==> config.mk <==
export PLATFORM = sky130hd
export DESIGN_NAME = dmem_bus_ctrl_flat
export DESIGN_NICKNAME = d
export VERILOG_FILES = /design/src/rtl/dmem_bus_ctrl_if.sv /design/src/rtl/dmem_bus_ctrl.sv /design/src/flat_wrapper.sv
export SDC_FILE = /design/constraint.sdc
export NUM_CORES = 1
export LEC_CHECK = 0
export ABC_AREA = 1
export CAP_MARGIN = 0
export CORE_MARGIN = 4
export CORE_UTILIZATION = 45
export DETAILED_ROUTE_END_ITERATION = 7
export DONT_BUFFER_PORTS = 1
export HOLD_SLACK_MARGIN = 0.05
export PLACE_DENSITY_LB_ADDON = 0.05
export SETUP_SLACK_MARGIN = 0.3
export SLEW_MARGIN = 40
export SYNTH_ARGS = -nofsm -noshare
export SYNTH_HDL_FRONTEND = slang
export SYNTH_SLANG_ARGS = --single-unit
==> constraint.sdc <==
create_clock -name clk -period 2.7 [get_ports clk]
set_input_delay 0.54 -clock clk [delete_from_list [all_inputs] [get_ports clk]]
set_output_delay 0.54 -clock clk [all_outputs]
set_load 0.05 [all_outputs]
==> src/rtl/dmem_bus_ctrl_if.sv <==
// Core-side load/store handshake bundle for the data bus controller.
// The core drives the request fields and holds them until ready.
interface dmem_bus_ctrl_if;
  logic        req;
  logic        we;
  logic [31:0] addr;
  logic [31:0] wdata;
  logic [1:0]  size;
  logic        is_signed;
  logic [31:0] rdata;
  logic        ready;
  logic        fault;

  modport master (
    output req, we, addr, wdata, size, is_signed,
    input  rdata, ready, fault
  );

  modport slave (
    input  req, we, addr, wdata, size, is_signed,
    output rdata, ready, fault
  );
endinterface

==> src/rtl/dmem_bus_ctrl.sv <==
// Data-side bus controller: decodes core loads/stores onto ROM, RAM, IO.
// Handles byte lanes, load extraction, IO wait states and timeout.
module dmem_bus_ctrl #(
  parameter int RAM_WORDS_LOG = 8,
  parameter int IO_ADDR_W     = 8,
  parameter int IO_TIMEOUT    = 15
) (
  input  logic                     clk,
  input  logic                     resetb,
  dmem_bus_ctrl_if.slave           bus,
  output logic [9:0]               rom_addr,
  input  logic [31:0]              rom_data,
  output logic                     ram_en,
  output logic [3:0]               ram_we,
  output logic [RAM_WORDS_LOG-1:0] ram_addr,
  output logic [31:0]              ram_wdata,
  input  logic [31:0]              ram_rdata,
  output logic                     io_req,
  output logic                     io_we,
  output logic [IO_ADDR_W-1:0]     io_addr,
  output logic [3:0]               io_be,
  output logic [31:0]              io_wdata,
  input  logic                     io_ack,
  input  logic [31:0]              io_rdata
);

  typedef enum logic [1:0] {
    S_IDLE, S_MEM, S_IO, S_FAULT
  } state_t;

  localparam logic [31:0] RAM_BASE = 32'h1000_0000;
  localparam logic [31:0] IO_BASE  = 32'h8000_0000;
  localparam logic [7:0]  TO_LAST  = 8'(IO_TIMEOUT - 1);

  state_t      state, state_n;
  logic [7:0]  cnt;
  logic        lat_we, lat_rom, lat_sgn;
  logic [1:0]  lat_lo, lat_size;

  logic        in_rom, in_ram, in_io;
  logic        mis, bad, accept;
  logic [3:0]  be;
  logic [31:0] wrep, io_off;

  function automatic logic [31:0] extract(
    input logic [31:0] w,
    input logic [1:0]  lo,
    input logic [1:0]  sz,
    input logic        sg
  );
    logic [31:0] s;
    s = w >> {lo, 3'b000};
    unique case (1'b1)
      sz == 2'b00: extract = {{24{sg & s[7]}}, s[7:0]};
      sz == 2'b01: extract = {{16{sg & s[15]}}, s[15:0]};
      default:     extract = s;
    endcase
  endfunction

  always_comb begin
    io_off = bus.addr - IO_BASE;
    in_rom = bus.addr[31:12] == 20'd0;
    in_ram = !bus.addr[31] && (bus.addr[30:28] != 3'd0);
    in_io  = bus.addr[31] && ((io_off >> IO_ADDR_W) == 32'd0);
    be     = 4'hF;
    wrep   = bus.wdata;
    mis    = 1'b0;
    unique case (1'b1)
      bus.size == 2'b00: begin
        be   = 4'b0001 << bus.addr[1:0];
        wrep = {4{bus.wdata[7:0]}};
      end
      bus.size == 2'b01: begin
        be   = 4'b0011 << bus.addr[1:0];
        wrep = {2{bus.wdata[15:0]}};
        mis  = bus.addr[0];
      end
      bus.size == 2'b10: mis = bus.addr[1:0] != 2'd0;
      default:           mis = 1'b1;
    endcase
    // store to ROM counts as a fault, not a silent drop
    bad    = mis || !(in_rom || in_ram || in_io)
          || (in_rom && bus.we);
    accept = (state == S_IDLE) && bus.req;
  end

  always_ff @(posedge clk or negedge resetb) begin
    if (!resetb) state <= S_IDLE;
    else         state <= state_n;
  end

  always_comb begin
    state_n = state;
    unique case (state)
      S_IDLE: if (bus.req) begin
        if (bad)        state_n = S_FAULT;
        else if (in_io) state_n = S_IO;
        else            state_n = S_MEM;
      end
      S_MEM:   state_n = S_IDLE;
      S_IO: begin
        if (io_ack)              state_n = S_IDLE;
        else if (cnt == TO_LAST) state_n = S_FAULT;
      end
      default: state_n = S_IDLE;
    endcase
  end

  always_ff @(posedge clk or negedge resetb) begin
    if (!resetb) begin
      io_req   <= 1'b0;
      io_we    <= 1'b0;
      io_addr  <= '0;
      io_be    <= 4'h0;
      io_wdata <= 32'd0;
      cnt      <= 8'd0;
      lat_we   <= 1'b0;
      lat_rom  <= 1'b0;
      lat_sgn  <= 1'b0;
      lat_lo   <= 2'd0;
      lat_size <= 2'd0;
    end else begin
      io_req <= state_n == S_IO;
      cnt    <= (state == S_IO) ? cnt + 8'd1 : 8'd0;
      if (accept) begin
        lat_we   <= bus.we;
        lat_rom  <= in_rom;
        lat_sgn  <= bus.is_signed;
        lat_lo   <= bus.addr[1:0];
        lat_size <= bus.size;
      end
      if (accept && in_io && !bad) begin
        io_we    <= bus.we;
        io_addr  <= io_off[IO_ADDR_W-1:0];
        io_be    <= be;
        io_wdata <= wrep;
      end
    end
  end

  always_comb begin
    rom_addr  = bus.addr[11:2];
    ram_addr  = bus.addr[RAM_WORDS_LOG+1:2]
              - RAM_BASE[RAM_WORDS_LOG+1:2];
    ram_wdata = wrep;
    ram_en    = accept && !bad && in_ram;
    ram_we    = (ram_en && bus.we) ? be : 4'h0;
    bus.ready = 1'b0;
    bus.fault = 1'b0;
    bus.rdata = 32'd0;
    unique case (state)
      S_MEM: begin
        bus.ready = 1'b1;
        if (!lat_we)
          bus.rdata = extract(lat_rom ? rom_data : ram_rdata,
                              lat_lo, lat_size, lat_sgn);
      end
      S_IO: if (io_ack) begin
        bus.ready = 1'b1;
        if (!lat_we)
          bus.rdata = extract(io_rdata, lat_lo, lat_size, lat_sgn);
      end
      S_FAULT: begin
        bus.ready = 1'b1;
        bus.fault = 1'b1;
      end
      default: ;
    endcase
  end

endmodule
==> src/flat_wrapper.sv <==
// flat-port wrapper written by rule: the top's interface ports become plain ports
module dmem_bus_ctrl_flat 
#(
  parameter int RAM_WORDS_LOG = 8,
  parameter int IO_ADDR_W     = 8,
  parameter int IO_TIMEOUT    = 15
)
  (clk, resetb, rom_addr, rom_data, ram_en, ram_we, ram_addr, ram_wdata, ram_rdata, io_req, io_we, io_addr, io_be, io_wdata, io_ack, io_rdata, bus_req, bus_we, bus_addr, bus_wdata, bus_size, bus_is_signed, bus_rdata, bus_ready, bus_fault);
  dmem_bus_ctrl_if bus_i ();
  input  logic clk;
  input  logic resetb;
  output logic [9:0] rom_addr;
  input  logic [31:0] rom_data;
  output logic ram_en;
  output logic [3:0] ram_we;
  output logic [RAM_WORDS_LOG-1:0] ram_addr;
  output logic [31:0] ram_wdata;
  input  logic [31:0] ram_rdata;
  output logic io_req;
  output logic io_we;
  output logic [IO_ADDR_W-1:0] io_addr;
  output logic [3:0] io_be;
  output logic [31:0] io_wdata;
  input  logic io_ack;
  input  logic [31:0] io_rdata;
  input wire logic [$bits(bus_i.req)-1:0] bus_req;
  input wire logic [$bits(bus_i.we)-1:0] bus_we;
  input wire logic [$bits(bus_i.addr)-1:0] bus_addr;
  input wire logic [$bits(bus_i.wdata)-1:0] bus_wdata;
  input wire logic [$bits(bus_i.size)-1:0] bus_size;
  input wire logic [$bits(bus_i.is_signed)-1:0] bus_is_signed;
  output wire logic [$bits(bus_i.rdata)-1:0] bus_rdata;
  output wire logic [$bits(bus_i.ready)-1:0] bus_ready;
  output wire logic [$bits(bus_i.fault)-1:0] bus_fault;
  assign bus_i.req = bus_req;
  assign bus_i.we = bus_we;
  assign bus_i.addr = bus_addr;
  assign bus_i.wdata = bus_wdata;
  assign bus_i.size = bus_size;
  assign bus_i.is_signed = bus_is_signed;
  assign bus_rdata = bus_i.rdata;
  assign bus_ready = bus_i.ready;
  assign bus_fault = bus_i.fault;
  dmem_bus_ctrl #(.RAM_WORDS_LOG(RAM_WORDS_LOG), .IO_ADDR_W(IO_ADDR_W), .IO_TIMEOUT(IO_TIMEOUT)) u_core (.clk(clk), .resetb(resetb), .bus(bus_i), .rom_addr(rom_addr), .rom_data(rom_data), .ram_en(ram_en), .ram_we(ram_we), .ram_addr(ram_addr), .ram_wdata(ram_wdata), .ram_rdata(ram_rdata), .io_req(io_req), .io_we(io_we), .io_addr(io_addr), .io_be(io_be), .io_wdata(io_wdata), .io_ack(io_ack), .io_rdata(io_rdata));
endmodule
* Yosys cells after proc, flatten, opt, wreduce, memory -nomap -nowiden
Index checks and enable logic that the tools add are counted.
** Word-level totals
- Flip-flop bits (word level) :: 63
- Latch bits :: 0
- Bits in writable memories :: 0
- Memory bits (read-only) :: 0
- Output and inout bits :: 135
- Memories kept :: 0
** Cells by class
- Add/subtract/negate cells :: 2
- Multipliers :: 0
- Div/mod/pow operators :: 0
- Magnitude comparators :: 0
- Eq/ne operators :: 8
- Shift-type cells :: 4
- Muxes and demuxes :: 21
- Bitwise logic cells :: 4
- Reductions and logical operators :: 24
** Operator list (count)
- $pmux 32 s2 :: 4
- $mux 32 :: 4
- $shr 32x5->32 :: 2
- $logic_not 32->1 :: 1
- $sub 32x32->32 const B :: 1
- $logic_not 20->1 :: 1
- $mux 2 :: 5
- $logic_and 1x1->1 :: 9
- $add 8x1->8 const B :: 1
- $eq 2x2->1 const B :: 4
- $eq 8x4->1 const B :: 1
- $mux 8 :: 1
- $pmux 4 s2 :: 1
- $eq 2x1->1 const B :: 3
- $logic_not 2->1 :: 3
- $and 1x1->1 :: 4
- $logic_or 1x1->1 :: 4
- $mux 4 :: 1
- $pmux 2 s2 :: 1
- $shl 1x2->4 const A :: 1
- $shl 2x2->4 const A :: 1
- $logic_not 1->1 :: 3
- $pmux 1 s3 :: 1
- $reduce_bool 3->1 :: 1
- 4 further kinds :: 5

* Depth between registers and ports, before layout
- Word-level depth :: 12
- Mapped depth :: 13
- Depth with buffers taken out :: 11

* Worst setup path before layout
Ideal clock, no wire load.
- Kind :: in2out
- From :: input port bus_addr[29]
- To :: output port ram_we[0]
- Arrival time :: 3113 ps
- Setup slack :: -953 ps
- Cell stages on the path :: 7
- Cells stage by stage :: nor2_1 > nand2_1 > inv_1 > or2_2 > nor3_1 > nand2_1 > nor2_1
** Between the ends
- Word-level cells in the longest chain between the ends :: 12
- Elaborated cells on any way between the ends :: 17
** Ends and longest elaborated chain
- start, declared :: line flat_wrapper.sv:28 : input wire logic [$bits(bus_i.addr)-1:0] bus_addr;
- $sub 32x32->32 / $reduce_bool 3->1 (equally long branches) :: line dmem_bus_ctrl.sv:61, dmem_bus_ctrl.sv:63
- $logic_not 32->1 / $logic_and 1x1->1 (equally long branches) :: line dmem_bus_ctrl.sv:64, dmem_bus_ctrl.sv:63
- $logic_and 1x1->1 / $logic_or 1x1->1 (equally long branches) :: line dmem_bus_ctrl.sv:64, dmem_bus_ctrl.sv:82
- $logic_or 1x1->1 :: line dmem_bus_ctrl.sv:82 : bad = mis || !(in_rom || in_ram || in_io)
- $logic_not 1->1 :: line dmem_bus_ctrl.sv:82
- $logic_or 1x1->1 :: line dmem_bus_ctrl.sv:82
- $logic_or 1x1->1 :: line dmem_bus_ctrl.sv:83 : || (in_rom && bus.we);
- $logic_not 1->1 :: line dmem_bus_ctrl.sv:146 : ram_en = accept && !bad && in_ram;
- $logic_and 1x1->1 :: line dmem_bus_ctrl.sv:146
- $logic_and 1x1->1 (*) :: line dmem_bus_ctrl.sv:146
- named net ram_en :: line flat_wrapper.sv:14 : output logic ram_en;
- $logic_and 1x1->1 (*) :: line dmem_bus_ctrl.sv:147 : ram_we = (ram_en && bus.we) ? be : 4'h0;
- $mux 4 (*) :: line dmem_bus_ctrl.sv:147
- end, declared :: line flat_wrapper.sv:15 : output logic [3:0] ram_we;
Mark *: on every way through the listed nets, which the timed path passes. The rest lies on a longest branch.

* Worst setup path in the final report
- From :: register u_core.lat_rom
- To :: output port bus_rdata[16]
** Between the ends
- Word-level cells in the longest chain between the ends :: 6
- Elaborated cells on any way between the ends :: 7
** Ends and longest elaborated chain
- start, declared :: line dmem_bus_ctrl.sv:37 : logic lat_we, lat_rom, lat_sgn;
- start signal, assigned :: line dmem_bus_ctrl.sv:127 : lat_rom <= in_rom;
- $mux 32 (*) :: line dmem_bus_ctrl.sv:155 : bus.rdata = extract(lat_rom ? rom_data : ram_rdata,
- $shr 32x5->32 (*) :: line dmem_bus_ctrl.sv:52 : s = w >> {lo, 3'b000};
- $and 1x1->1 (on tied branches) :: line dmem_bus_ctrl.sv:55, dmem_bus_ctrl.sv:54
- $pmux 32 s2 (*) :: line dmem_bus_ctrl.sv:53 : unique case (1'b1)
- $mux 32 (*) :: line dmem_bus_ctrl.sv:154 : if (!lat_we)
- $pmux 32 s2 (*) :: line dmem_bus_ctrl.sv:151 : unique case (state)
- end, declared :: line flat_wrapper.sv:32 : output wire logic [$bits(bus_i.rdata)-1:0] bus_rdata;
Every way passes the cells marked *; elsewhere a longest branch is shown, timed or not.

==> metrics.csv <==
stage,metric,value,unit
power_and_ir_drop,internal-power,4.17,mW
run,maxCapViolCount,0,
clocking,htree_levels,3,
clocking,clock_sinks,63,
power_and_ir_drop,vdd_drop_max,510,uV
final_layout,final_nets,1168,
clocking,cts_tree,yes,
final_layout,fillers,958,
power_and_ir_drop,power,8.66,mW
power_and_ir_drop,power_frac_seq,13.1,%
floorplanning,start_util,45.9,%
routing,drt_iter0_drc,695,
critical_path,end_kind,primary output,
floorplanning,die-height,118,um
yosys,synth_top_area_cell,dfrtp_1,
floorplanning,pin_count,303,
critical_path,arrival,2280,ps
status,status,"complete, but fails checks",
yosys,syn_area,5490,sq um
floorplanning,core,12000,sq um
placed_design,gp_congestion,0.931,
yosys,synth_edf_count,0,
timing,min_period,2820,ps
clocking,cts_buffers,9,
timing,clock.fmax,355,MHz
grt,grt_max_degree,64,
yosys,ys_warn_count,0,
grt,first_global_vias,6618,
grt,grt-ovfl-total,0,
timing,fin_ws,-118,ps
hold_path,hold_class,in2async,
yosys,yosysTopAreaCellShare,28.7,%
routing,drt_wl_total,24.3,mm
timing,setup_viol,22,
yosys,synth_cell_type_count,30,
floorplanning,num_rows,40,
routing,drtAntennaViolNets,0,
routing,vias,6832,
clocking,root_buffer,clkbuf_16,
timing,rsz0062_at_grt,true,
critical_path,worstSetupPathType,reg2out,
routing,dr.pass1.iters,8,
grt,grt_antenna_before_repair,0,
yosys,ys_ff_latch,63,
placed_design,io_buffers,0,
routing,wl_per_cell,21.2,um
grt,grt_usage,31.8,%
grt,grt_pass1_wl,35.6,mm
final_layout,area_growth,53.4,%
clocking,cts_buffer_depth,2,
final_layout,drive_gt1_share,33.6,%
timing,hold_viol_final,0,
power_and_ir_drop,sw_frac_of_total,51.8,%
yosys,synthTopCellsByArea,"dfrtp_1 (29%), nand2_1 (26%), o21ai_0 (7.2%), a21oi_1 (6.3%), nand3_1 (6.1%)",
placed_design,dpl.hpwl,16.7,mm
clocking,clkLatencyLatePin,330,ps
timing,skew,5.59,ps
yosys,seq_area_frac_synth,28.7,%
clocking,clkTransAtPathRegs,50,ps
yosys,synth_flop_cell,dfrtp_1,
yosys,synth_top_cells_by_count,"nand2_1 (387), o21ai_0 (79), a21oi_1 (69)",
floorplanning,dieArea,14000,sq um
timing,slew_headroom,58.3,%
timing,slew_violations,0,
power_and_ir_drop,p_sw,4.49,mW
critical_path,cp_data_required_time,2160,ps
yosys,syn_area_per_cell,5.96,sq um
final_layout,antennaDiodeCount,0,
floorplanning,fp.dieW,118,um
timing,timing.hold.ws,65.6,ps
timing,period_share,104,%
yosys,async_reset_ff_share,100,%
critical_path,start_kind,flip-flop,
status,violations,"design-rule violations, negative setup slack",
critical_path,path_max_fanout,8,
routing,via_per_inst,5.97,
power_and_ir_drop,power_density,1030,nW/um^2
final_layout,utilization,70.4,%
yosys,syn_inst,920,
power_and_ir_drop,clkPwrFrac,12.7,%
power_and_ir_drop,pwr-share-comb,74.2,%
routing,drc,1,
timing,worstMarginPinSlew,626,ps
power_and_ir_drop,p_leak,3.94,nW
yosys,synth.most_common_cell,nand2_1,
yosys,syn_nets,1094,
[sequential cells by signal, summed over array words and instances, names as in the netlist, 2 cells and up]
name,cells
u_core.lat_size,2
u_core.state,2
u_core.io_be,4
u_core.io_wdata,32
u_core.io_addr,8
u_core.cnt,8
u_core.lat_lo,2
[cell usage in the layout (no fill, tap or decap), types with 4 or more instances in the layout]
| cell | n |
|---|---|
| nand3_2 | 16 |
| o21ai_0 | 49 |
| a21oi_2 | 10 |
| nor2_4 | 9 |
| nand2_4 | 25 |
| nand3_4 | 8 |
| nand2_1 | 335 |
| mux2i_1 | 8 |
| o21ai_2 | 12 |
| or2_2 | 8 |
| buf_4 | 70 |
| nor2_2 | 6 |
| inv_2 | 4 |
| o21ai_1 | 17 |
| buf_16 | 5 |
| dfrtp_1 | 60 |
| buf_6 | 19 |
| nand3_1 | 47 |
| nand2_2 | 32 |
| nor2_1 | 48 |
| buf_12 | 40 |
| o211ai_1 | 18 |
| a21oi_4 | 32 |
| a21oi_1 | 27 |
| clkbuf_16 | 12 |
| inv_1 | 35 |
[area by class of cell]
type	instances	area (sq um)	share of cell area [%]
clock buffers	11	233	2.76
well taps	147	184	2.19
repair buffers	140	1810	21.5
flip-flops and latches	63	1580	18.8
multi-input cells	733	4360	51.9
inverters	47	203	2.41
clock inverters	4	47.5	0.565
[routing by layer]
layer | GRT usage (%) | up-vias | part of all wire [%] | wire length [um]
met4 | 15.5 | 0 | 5.5 | 1330
li1 | - | 3120 | - | -
met3 | 11.5 | 107 | 11 | 2640
met2 | 55.1 | 426 | 49 | 12000
met1 | 34.4 | 3179 | 34 | 8310
met5 | 0 | - | 0 | 0
[timing repair]
action                                  in CTS  in global routing
endpoints found under the setup margin      36                 36
pin swaps                                   40                 62
gates resized for setup                    111                114
endpoints found under the hold margin       63                  0
gates cloned                                 9                  5
hold buffers                                 1                  0
buffers inserted                            25                 25
[kinds of logic after synthesis]
| kind of cell | after synthesis | share of synthesized area [%] |
|---|---|---|
| buf+inv | 127 | 11.2 |
| compound gates | 173 | 17.0 |
| fa+ha+maj | 6 | 1.37 |
| simple gates | 542 | 40.0 |
| mux | 9 | 1.64 |
| flops | 63 | 28.7 |
[worst paths after layout]
check	start	end	slack, ps	cells after the start
max	u_core.lat_rom	bus_rdata[16]	-120	9
min	resetb	u_core.io_addr[7]	70	1
max reg2reg	u_core.state[1]	u_core.io_wdata[18]	760	11
min reg2reg	u_core.cnt[0]	u_core.cnt[0]	480	1
max in group asynchronous	resetb	u_core.lat_rom	2320	1
min in group clk	bus_wdata[6]	u_core.io_wdata[6]	320	2
[power by group through the flow]
stage | clock network (mW) | registers [mW] | logic, mW
after global placement | 0 | 1.12 | 4.68
final | 1.10 | 1.14 | 6.42
after floorplan | 0 | 1.10 | 3.27
after detailed placement | 0 | 1.13 | 4.71
after CTS | 1.11 | 1.13 | 5.65
after global routing | 1.17 | 1.15 | 6.74
[through the flow]
| stage | setup TNS, ps | std cells | area, sq um | worst slack (ps) |
|---|---|---|---|---|
| finish | -1250 | 1145 | 8420 | -118 |
| detailed placement | 0 | 1065 | 6710 | 139 |
| global route | -4750 | 1145 | 8420 | -255 |
| global placement | 0 | 1060 | 6670 | 239 |
| floorplan | 0 | 920 | 5930 | 187 |
| CTS | 0 | 1115 | 7740 | 35.7 |
[worst max-delay path, stage by stage, from the launching register on]
cell	delay [ps]
dfrtp_2	460
buf_6	160
o211ai_1	260
nand3_1	140
nand2_2	130
nand2_4	110
nand3_4	240
nand2_4	90
a21oi_4	190
buf_12	150
No activity file was read; power rests on OpenSTA's default activity.
